### src/rtl/tpu_pkg.sv
// Shared constants and enums for the systolic-array command sequencer.
package tpu_pkg;

    localparam int BITS_AB    = 8;
    localparam int DIM        = 8;
    localparam int ROWBITS    = $clog2(DIM);
    localparam int RUN_CYCLES = 3*DIM - 2;
    localparam int CNTBITS    = $clog2(3*DIM - 1);
    localparam int BCNTBITS   = $clog2(DIM + 1);

    typedef enum logic [1:0] {
        OP_LOAD_A = 2'd0,
        OP_LOAD_B = 2'd1,
        OP_RUN    = 2'd2,
        OP_CLEAR  = 2'd3
    } opcode_e;

    typedef enum logic [1:0] {
        S_IDLE = 2'd0,
        S_RUN  = 2'd1,
        S_DONE = 2'd2
    } state_e;

endpackage

### src/rtl/tpu_seq.sv
// Command sequencer feeding memA/memB and timing the en burst into the array.
// Optional busy-cycle counter on perf_cycles when SEQ_PERF_CNT_EN is defined.
module tpu_seq
    import tpu_pkg::*;
(
    input  logic                     clk,
    input  logic                     rst,
    input  logic                     cmd_valid,
    output logic                     cmd_ready,
    input  logic [1:0]               cmd_op,
    input  logic [ROWBITS-1:0]       cmd_row,
    input  logic [DIM*BITS_AB-1:0]   cmd_data,
    output logic                     a_wren,
    output logic [ROWBITS-1:0]       a_row,
    output logic [DIM*BITS_AB-1:0]   a_in,
    output logic                     b_wren,
    output logic [DIM*BITS_AB-1:0]   b_in,
    output logic                     en,
    output logic                     busy,
    output logic                     done,
    output logic                     err
`ifdef SEQ_PERF_CNT_EN
    ,
    output logic [31:0]              perf_cycles
`endif
);

    state_e                   state_q, state_d;
    logic [CNTBITS-1:0]       cnt_q, cnt_d;
    logic [DIM-1:0]           a_loaded_q, a_loaded_d;
    logic [BCNTBITS-1:0]      b_count_q, b_count_d;
    logic                     a_wren_q, a_wren_d;
    logic [ROWBITS-1:0]       a_row_q, a_row_d;
    logic [DIM*BITS_AB-1:0]   a_in_q, a_in_d;
    logic                     b_wren_q, b_wren_d;
    logic [DIM*BITS_AB-1:0]   b_in_q, b_in_d;
    logic                     en_q, en_d;
    logic                     done_q, done_d;
    logic                     err_q, err_d;
    logic                     accept_s;
    logic                     operands_ready_s;

    // Ready drops for the whole reset cycle, not just until the state settles.
    assign cmd_ready        = (state_q == S_IDLE) && !rst;
    assign accept_s         = cmd_valid && cmd_ready;
    assign operands_ready_s = (&a_loaded_q) && (b_count_q == BCNTBITS'(DIM));

    always_comb begin
        state_d    = state_q;
        cnt_d      = cnt_q;
        a_loaded_d = a_loaded_q;
        b_count_d  = b_count_q;
        a_wren_d   = 1'b0;
        a_row_d    = a_row_q;
        a_in_d     = a_in_q;
        b_wren_d   = 1'b0;
        b_in_d     = b_in_q;
        en_d       = 1'b0;
        done_d     = 1'b0;
        err_d      = 1'b0;
        case (state_q)
            S_IDLE: begin
                if (accept_s) begin
                    case (opcode_e'(cmd_op))
                        OP_LOAD_A: begin
                            a_wren_d            = 1'b1;
                            a_row_d             = cmd_row;
                            a_in_d              = cmd_data;
                            a_loaded_d[cmd_row] = 1'b1;
                        end
                        OP_LOAD_B: begin
                            b_wren_d = 1'b1;
                            b_in_d   = cmd_data;
                            if (b_count_q != BCNTBITS'(DIM)) begin
                                b_count_d = b_count_q + BCNTBITS'(1);
                            end else begin
                                b_count_d = b_count_q;
                            end
                        end
                        OP_CLEAR: begin
                            a_loaded_d = '0;
                            b_count_d  = '0;
                        end
                        OP_RUN: begin
                            if (operands_ready_s) begin
                                state_d = S_RUN;
                                cnt_d   = '0;
                                en_d    = 1'b1;
                            end else begin
                                err_d = 1'b1;
                            end
                        end
                        default: begin
                            state_d = S_IDLE;
                        end
                    endcase
                end else begin
                    state_d = S_IDLE;
                end
            end
            // en_q is already high for the current count; drop it after the last one.
            S_RUN: begin
                if (cnt_q == CNTBITS'(RUN_CYCLES - 1)) begin
                    state_d = S_DONE;
                    done_d  = 1'b1;
                end else begin
                    cnt_d = cnt_q + CNTBITS'(1);
                    en_d  = 1'b1;
                end
            end
            S_DONE: begin
                state_d    = S_IDLE;
                a_loaded_d = '0;
                b_count_d  = '0;
            end
            default: begin
                state_d = S_IDLE;
            end
        endcase
    end

    always_ff @(posedge clk) begin
        if (rst) begin
            state_q    <= S_IDLE;
            cnt_q      <= '0;
            a_loaded_q <= '0;
            b_count_q  <= '0;
            a_wren_q   <= 1'b0;
            a_row_q    <= '0;
            a_in_q     <= '0;
            b_wren_q   <= 1'b0;
            b_in_q     <= '0;
            en_q       <= 1'b0;
            done_q     <= 1'b0;
            err_q      <= 1'b0;
        end else begin
            state_q    <= state_d;
            cnt_q      <= cnt_d;
            a_loaded_q <= a_loaded_d;
            b_count_q  <= b_count_d;
            a_wren_q   <= a_wren_d;
            a_row_q    <= a_row_d;
            a_in_q     <= a_in_d;
            b_wren_q   <= b_wren_d;
            b_in_q     <= b_in_d;
            en_q       <= en_d;
            done_q     <= done_d;
            err_q      <= err_d;
        end
    end

    assign a_wren = a_wren_q;
    assign a_row  = a_row_q;
    assign a_in   = a_in_q;
    assign b_wren = b_wren_q;
    assign b_in   = b_in_q;
    assign en     = en_q;
    assign busy   = en_q;
    assign done   = done_q;
    assign err    = err_q;

`ifdef SEQ_PERF_CNT_EN
    logic [31:0] perf_q;

    always_ff @(posedge clk) begin
        if (rst) begin
            perf_q <= 32'd0;
        end else begin
            perf_q <= perf_q + {31'd0, en_q};
        end
    end

    assign perf_cycles = perf_q;
`endif

endmodule

### config.mk
export PLATFORM = sky130hd
export DESIGN_NAME = tpu_seq
export DESIGN_NICKNAME = d
export VERILOG_FILES = /design/src/rtl/tpu_pkg.sv /design/src/rtl/tpu_seq.sv
export SDC_FILE = /design/constraint.sdc
export NUM_CORES = 1
export LEC_CHECK = 0
export ABC_AREA = 1
export CAP_MARGIN = 40
export CORE_ASPECT_RATIO = 1.75
export CORE_UTILIZATION = 30
export DETAILED_ROUTE_END_ITERATION = 10
export GPL_ROUTABILITY_DRIVEN = 0
export PLACE_DENSITY_LB_ADDON = 0.25
export SLEW_MARGIN = 10
export SYNTH_ARGS = -nofsm -noshare
export SYNTH_HDL_FRONTEND = slang
export SYNTH_SLANG_ARGS = --single-unit
### constraint.sdc
create_clock -name clk -period 3.9 [get_ports clk]
set_input_delay 0.585 -clock clk [delete_from_list [all_inputs] [get_ports clk]]
set_output_delay 0.585 -clock clk [all_outputs]
set_load 0.02 [all_outputs]
==> tab_implementation.tex, run 1 <==
\begin{tabular}{lr}
\hline
Metric & Value \\
\hline
\multicolumn{2}{l}{\textbf{Layout}} \\
Antenna diode count & 0 \\
Commonest non-fill, non-tap cell in the layout & nor2\_1 \\
Synthesis-to-finish area growth & 50.4\% \\
Most frequent cells in the layout & 283 x nor2\_1, 209 x clkdlybuf4s50\_1, 155 x dfxtp\_1 \\
Fraction of layout cells with a size suffix above 1 & 0.0460 \\
Final \#Nets & 998 \\
Filler cells & 1880 \\
\multicolumn{2}{l}{\textbf{Timing}} \\
Setup TNS Final & 0 ns \\
Final WS setup & roughly 1.4 ns \\
Final Setup Violations & 0 \\
Final worst path period need & 2.50 ns \\
Skew final & 0.0121 ns \\
Maximum operating frequency & 400 MHz \\
Unrepaired setup endpoints after global routing & false \\
Share of the clock period used by the worst path after layout & 0.641 \\
Remaining max-slew budget at the tightest pin & 0.479 \\
Transition at the pin with the smallest max-transition slack & between 0.7 and 0.8 ns \\
Max-slew violation count & 0 \\
Final count of hold timing violations & 0 \\
\multicolumn{2}{l}{\textbf{Clock tree}} \\
Maximum buffer depth of the clock tree & 2 \\
Post-CTS Setup Inserts & 0 \\
Source-to-sink clock delay at the later pin of the worst-skew pair & 0.42 ns \\
Hold Buf Count CTS & 0 \\
Number of resized instances in the post-cts repair step & 0 \\
Htree depth & 4 \\
TritonCTS clock tree & done \\
Num CTS Buffers & 17 \\
Number of clock sinks & 155 \\
Clock slew at the register clock pins of the worst setup and hold paths & approximately 0.06 ns \\
Clock root buffer & clkbuf\_16 \\
\multicolumn{2}{l}{\textbf{Synth}} \\
Number of nets in the synthesized netlist & 806 \\
Adder-cell share of the synthesized area & 0.00888 \\
Gate Count Post-Synth & 730 \\
Fraction of post-synthesis cell area in the top cell type by area & 0.551 \\
Ys Warns & 0 \\
Combinational family with the most area after synthesis & simple AND/OR/NAND/NOR gates \\
Mapped cell area & around 0.0056 mm\^{}2 \\
Complex-gate fraction of the synthesized area & 0.138 \\
Average size of a mapped cell & between 7 and 8 um\^{}2 \\
Count of state elements after synthesis & 155 \\
Share of synthesized area spent on multiplexers & 0 \\
Xor and xnor fraction of the mapped netlist area & 0 \\
Most area-consuming cells after synthesis & dfxtp\_1 55\%, nor2\_1 19\%, o21ai\_0 7.1\% \\
Post-synthesis sequential area ratio & 0.551 \\
Number of distinct library cells after synthesis & 24 \\
Area share of and/or/nand/nor cells after synthesis & 0.243 \\
Area leader, netlist & dfxtp\_1 \\
\multicolumn{2}{l}{\textbf{Drt}} \\
Remaining antenna violation count after routing & 0 \\
Final routed DRC violation total & 0 \\
Total iterations of the first detailed-routing run & 4 \\
Mean number of vias per cell & 4.53 \\
Violation count after the first detailed-route iteration & 229 \\
Wire length after detailed routing & 17.0 mm \\
Routed vias & around 5300 \\
Routed wire per std cell & roughly 15 um \\
\multicolumn{2}{l}{\textbf{Critical path}} \\
Worst R2R Start & state\_q[1] \\
Slack of the worst reg-to-reg path & 2.10 ns \\
Type of the worst setup path & input pin to output pin \\
Element type at the critical path start & input pin \\
Endpoint type of the worst setup path & output pin \\
Number of cells traversed by the worst register-to-register path & 6 \\
Largest fanout of any net on the critical path & 6 \\
WP data required & $\sim$3.3 ns \\
Endpoint of the most critical register-to-register path & b\_in[2] \\
Startpoint of the most critical setup path & rst \\
Data arrival, critical path & 1.92 ns \\
\multicolumn{2}{l}{\textbf{GRT}} \\
First-pass GRT wire length & around 27 mm \\
Initial antenna violation count & 0 \\
Pin count of the biggest net entering global routing & 84 \\
Final global-route overflow total & 0 \\
GR Util All Layers & 0.180 \\
Number of global-route vias before repair & 5140 \\
\multicolumn{2}{l}{\textbf{Placement}} \\
PortBufs & 209 \\
Worst setup slack after placement & 1.31 ns \\
Final HPWL from detailed placement & 11.2 mm \\
\multicolumn{2}{l}{\textbf{Die}} \\
Top Ports & between 200 and 250 \\
Starting density of the core & 0.305 \\
Number of placement rows & 66 \\
Die boundary height & around 180 um \\
Core Region & 0.0185 mm\^{}2 \\
Die X-Extent & 106 um \\
Die footprint & around 0.019 mm\^{}2 \\
\multicolumn{2}{l}{\textbf{Outcome}} \\
Outcome & finished, final reports clean \\
\multicolumn{2}{l}{\textbf{Power}} \\
Maximum vdd drop & 0.000228 V \\
Leakage power figure & about 3.5 nW \\
Power per unit of standard cell area & 441 mW/mm\^{}2 \\
\multicolumn{2}{l}{\textbf{Hold path}} \\
Worst min-delay path category & register to register \\
Number of stages on the worst hold path & 2 \\
Worst hold endpoint & a\_loaded\_q[2] \\
Hold wc startpoint & a\_loaded\_q[2] \\
\multicolumn{2}{l}{\textbf{Job}} \\
Reported max-cap violation count & 0 \\
\hline
\end{tabular}
-- sequential cells by signal (all words and copies together) (netlist names) --
signal      flops
err             1
done            1
a_in           64
b_wren          1
state_q         2
b_in           64
a_row           3
a_wren          1
b_count_q       4
cnt_q           5
busy            1
a_loaded_q      8
-- critical path: stages --
cell and delay [ns]:
clkdlybuf4s50_1 0.51, nor3_1 0.19, clkdlybuf4s50_1 0.63
-- cells by family after synthesis --
logic type	Yosys count
fa+ha+maj	4
simple gates	347
flops	155
compound gates	154
buf+inv	70
-- synthesized netlist by cell type (all sizes together) --
library cell	count
a21oi	18
buf	24
clkbuf	18
dfxtp	155
ha	4
inv	28
nand2	44
nand3	8
nand3b	1
nand4	3
nor2	285
nor3	5
o21ai	135
o21bai	1
or2	1
-- power by group --
part	switching (mW)	total, mW	internal [mW]	leakage [nW]
Clock	0.659	1.70	1.04	0.284
Combinational	0.195	0.372	0.178	1.96
Sequential	0.0250	1.66	1.63	1.26
-- metrics by stage --
stage	instances	hold slack [ns]	power, mW	util	area (um^2)
final	1173	0.451	3.74	0.458	8470
after global routing	1173	0.481	3.90	0.458	8470
after CTS	1173	0.453	3.80	0.458	8470
after detailed placement	1141	0.443	2.07	0.425	7870
after global placement	1141	0.437	2.07	0.425	7870
after floorplan	730	0.430	1.85	-	5640
-- area by class of cell --
cell class	instances	area [um^2]	share of cell area
clock buffers	23	468	0.0552
repair buffers	215	2160	0.255
clock inverters	9	139	0.0164
well taps	238	298	0.0351
multi-input cells	505	2200	0.259
inverters	28	106	0.0125
flip-flops and latches	155	3100	0.366
-- how the worst max path moves through the flow --
| stage | to | slack, ns |
|---|---|---|
| 3_5_place_dp | a_in[30] | 1.31 |
| 4_1_cts | cmd_ready | 1.41 |
| 3_3_place_gp | a_in[39] | 1.37 |
| 5_1_grt | cmd_ready | 1.31 |
| 6_report | cmd_ready | 1.40 |
| 2_1_floorplan | cmd_ready | 2.27 |
-- per-layer routing --
metal / vias up / GRT usage / wire length, um
li1: 2710 / - / -
met1: 2408 / 0.188 / 6760
met2: 161 / 0.318 / 8690
met3: 35 / 0.0540 / 956
met4: 0 / 0.0994 / 633
met5: - / 0 / 0
No activity file was read; power rests on OpenSTA's default activity.
==> run 2, diff against run 1 <==
clock period = 2.45 ns   (was 3.9 ns; I/O delays follow)
==> run 2 against run 1 <==
Net effect:
- clock power increased by 58%
- setup slack worse by 1.0 ns
- critical endpoint unchanged
- critical path depth is the same
- sequential cell count unchanged
- count of clock-buffer cells in the layout decreased by 5
- final cell count up 0.17%
- first-iteration DRC count grew 28%
- largest cell class unchanged
- routed wire length up 1.5%
- sequential power up 59%
- core utilization rose by 0.18 points
- die area is the same
==> tab_implementation.tex, run 2 (same netlist as run 1, synthesis figures left out) <==
\begin{tabular}{lr}
\hline
Metric & Value \\
\hline
\multicolumn{2}{l}{\textbf{Outcome}} \\
Outcome & finished, final reports clean \\
\multicolumn{2}{l}{\textbf{Critical path}} \\
CP Cell Sequence & clkdlybuf4s50\_1, nor3\_1, clkdlybuf4s50\_1 \\
Slack of the worst reg-to-reg path & 0.76 ns (-1.34 ns) \\
WP data required & 2.08 ns (-1.23 ns) \\
Element type at the critical path start & input pin \\
CP peak stage delay & 0.63 ns (about the same) \\
Slowest cell on the critical path & clkdlybuf4s50\_1 \\
Most repeated library cell on the critical path & clkdlybuf4s50\_1 \\
Worst R2R Start & b\_count\_q[0] \\
Data arrival, critical path & 1.71 ns (-0.21 ns) \\
Endpoint type of the worst setup path & output pin \\
Endpoint of the most critical register-to-register path & cnt\_q[4] \\
Largest fanout of any net on the critical path & 6 (unchanged) \\
Type of the worst setup path & input pin to output pin \\
Crit path buffers/inverters & 2 (unchanged) \\
Number of cells traversed by the worst register-to-register path & 11 (+5) \\
Top Family by Delay on Critical Path & buffers and inverters \\
Count of cell instances traversed by the critical path & 3 (unchanged) \\
\multicolumn{2}{l}{\textbf{Clock tree}} \\
Clock root buffer & clkbuf\_16 \\
Number of resized instances in the post-cts repair step & 0 (unchanged) \\
TritonCTS clock tree & done \\
Source-to-sink clock delay at the later pin of the worst-skew pair & 0.42 ns (about the same) \\
Hold Buf Count CTS & 0 (unchanged) \\
Clock slew at the register clock pins of the worst setup and hold paths & 0.06 ns (about the same) \\
Num CTS Buffers & 17 (unchanged) \\
Htree depth & 4 (unchanged) \\
Number of clock sinks & 155 (unchanged) \\
Post-CTS Setup Inserts & 0 (unchanged) \\
Maximum buffer depth of the clock tree & 2 (unchanged) \\
\multicolumn{2}{l}{\textbf{Placement}} \\
Placed standard-cell area & 0.00793 mm\^{}2 (+0.73\%) \\
PortBufs & 209 (unchanged) \\
Final HPWL from detailed placement & 11.4 mm (+2.3\%) \\
Cell Count Post-Placement & 1147 (+0.53\%) \\
\multicolumn{2}{l}{\textbf{Power}} \\
Leakage power figure & 3.53 nW (+0.85\%) \\
Sw Share & 0.230 (-0.00564) \\
Internal Power & 4.56 mW (+60\%) \\
Clock Power Share & 0.453 (-0.003) \\
Power per unit of standard cell area & 696 mW/mm\^{}2 (+58\%) \\
Maximum vdd drop & 0.000371 V (+63\%) \\
Part of the total power dissipated in sequential elements & 0.446 (+0.002) \\
PnR Total Power & 5.92 mW (+59\%) \\
Part of the total power dissipated in combinational logic & 0.101 (about the same) \\
Total net switching power & 1.36 mW (+55\%) \\
\multicolumn{2}{l}{\textbf{Job}} \\
Reported max-cap violation count & 0 (unchanged) \\
\multicolumn{2}{l}{\textbf{Drt}} \\
Violation count after the first detailed-route iteration & 292 (+28\%) \\
Wire length after detailed routing & 17.3 mm (+1.5\%) \\
Routed vias & 5263 (-0.96\%) \\
Total iterations of the first detailed-routing run & 4 (unchanged) \\
Mean number of vias per cell & 4.48 (-1.1\%) \\
Final routed DRC violation total & 0 (unchanged) \\
Remaining antenna violation count after routing & 0 (unchanged) \\
Routed wire per std cell & 14.7 um (+1.4\%) \\
\multicolumn{2}{l}{\textbf{Timing}} \\
Setup TNS Final & 0 ns (unchanged) \\
Unrepaired setup endpoints after global routing & false \\
Share of the clock period used by the worst path after layout & 0.847 \\
Maximum operating frequency & 482 MHz \\
Final worst path period need & 2.08 ns \\
Final Setup Violations & 0 (unchanged) \\
Max-slew violation count & 0 (unchanged) \\
Remaining max-slew budget at the tightest pin & 0.645 (+0.166) \\
Final count of hold timing violations & 0 (unchanged) \\
Skew final & 0.00818 ns (-0.00393 ns) \\
Transition at the pin with the smallest max-transition slack & 0.533 ns (-0.249 ns) \\
\multicolumn{2}{l}{\textbf{Hold path}} \\
Number of stages on the worst hold path & 2 (unchanged) \\
Hold wc startpoint & a\_loaded\_q[1] \\
Worst min-delay path category & register to register \\
Worst hold endpoint & a\_loaded\_q[1] \\
\multicolumn{2}{l}{\textbf{GRT}} \\
GR Util All Layers & 0.184 (+0.00446) \\
Final global-route overflow total & 0 (unchanged) \\
First-pass GRT wire length & 27.4 mm (+2.5\%) \\
Number of global-route vias before repair & 5159 (+0.37\%) \\
Pin count of the biggest net entering global routing & 140 (+67\%) \\
Initial antenna violation count & 0 (unchanged) \\
\multicolumn{2}{l}{\textbf{Die}} \\
Core Region & 0.0185 mm\^{}2 (unchanged) \\
Number of placement rows & 66 (unchanged) \\
Die footprint & 0.0194 mm\^{}2 (unchanged) \\
Die boundary height & 183 um (unchanged) \\
Top Ports & 210 (unchanged) \\
Die X-Extent & 106 um (unchanged) \\
Starting density of the core & 0.305 (unchanged) \\
\multicolumn{2}{l}{\textbf{Layout}} \\
Most frequent cells in the layout & 283 x nor2\_1, 209 x clkdlybuf4s50\_1, 155 x dfxtp\_1 \\
Fraction of layout cells with a size suffix above 1 & 0.0512 (+0.00524) \\
Synthesis-to-finish area growth & 51.0\% \\
Post-Layout Cell Count & 1175 (+0.17\%) \\
Final \#Nets & 1004 (+0.60\%) \\
Antenna diode count & 0 (unchanged) \\
Commonest non-fill, non-tap cell in the layout & nor2\_1 \\
Area of all placed cells without fillers & 0.00851 mm\^{}2 (+0.38\%) \\
\hline
\end{tabular}
run 2: cell types whose count changed in the layout (fill, tap and decap cells not counted), sizes merged:
cell      before  now
clkinv         4    6
buf            6   12
clkbuf        23   18
bufinv         3    4
clkinvlp       3    1
run 2: area by class of cell:
class / count / area [um^2]
clock inverters: 10 / 153
clock buffers: 18 / 429
well taps: 238 / 298
fillers: 1886 / 9990
multi-input cells: 505 / 2200
repair buffers: 221 / 2220
flip-flops and latches: 155 / 3100
inverters: 28 / 106
run 2: how the worst max path moves through the flow:
stage	from	end	slack (ns)
after floorplan	b_count_q[0]	cnt_q[2]	1.09
after global placement	rst	b_in[39]	0.37
after detailed placement	rst	b_in[52]	0.35
after CTS	rst	cmd_ready	0.36
after global routing	rst	cmd_ready	0.29
final	rst	cmd_ready	0.37
run 2: layer usage:
metal | GRT usage | share of wire | vias to the layer above
met5 | 0 | 0 | -
met1 | 0.197 | 0.40 | 2388
met4 | 0.0783 | 0.022 | 0
met3 | 0.0508 | 0.048 | 23
met2 | 0.336 | 0.53 | 142
li1 | - | - | 2710
run 2: worst reg2reg max path, stage by stage, from the launching register on:
cell     delay, ns
dfxtp_1       0.34
inv_1         0.08
ha_1          0.17
nand2_1       0.05
nor2_1        0.09
nand2_1       0.06
nor2_1        0.17
nand2_1       0.22
nand2_1       0.23
nand2_1       0.08
nand2_1       0.06
nor2_1        0.04
run 2: power groups by stage:
stage / clock network, mW / logic, mW / registers, mW
3_3_place_gp: 0 / 0.602 / 2.70
6_report: 2.68 / 0.598 / 2.64
3_5_place_dp: 0 / 0.602 / 2.70
4_1_cts: 2.75 / 0.605 / 2.64
5_1_grt: 2.85 / 0.648 / 2.65
2_1_floorplan: 0 / 0.165 / 2.79
run 2: through the flow:
| step | utilization | hold slack, ns | setup slack (ns) |
|---|---|---|---|
| floorplan | - | 0.430 | 1.09 |
| global placement | 0.428 | 0.439 | 0.373 |
| detailed placement | 0.428 | 0.442 | 0.350 |
| CTS | 0.460 | 0.451 | 0.355 |
| global route | 0.460 | 0.470 | 0.295 |
| finish | 0.460 | 0.448 | 0.375 |
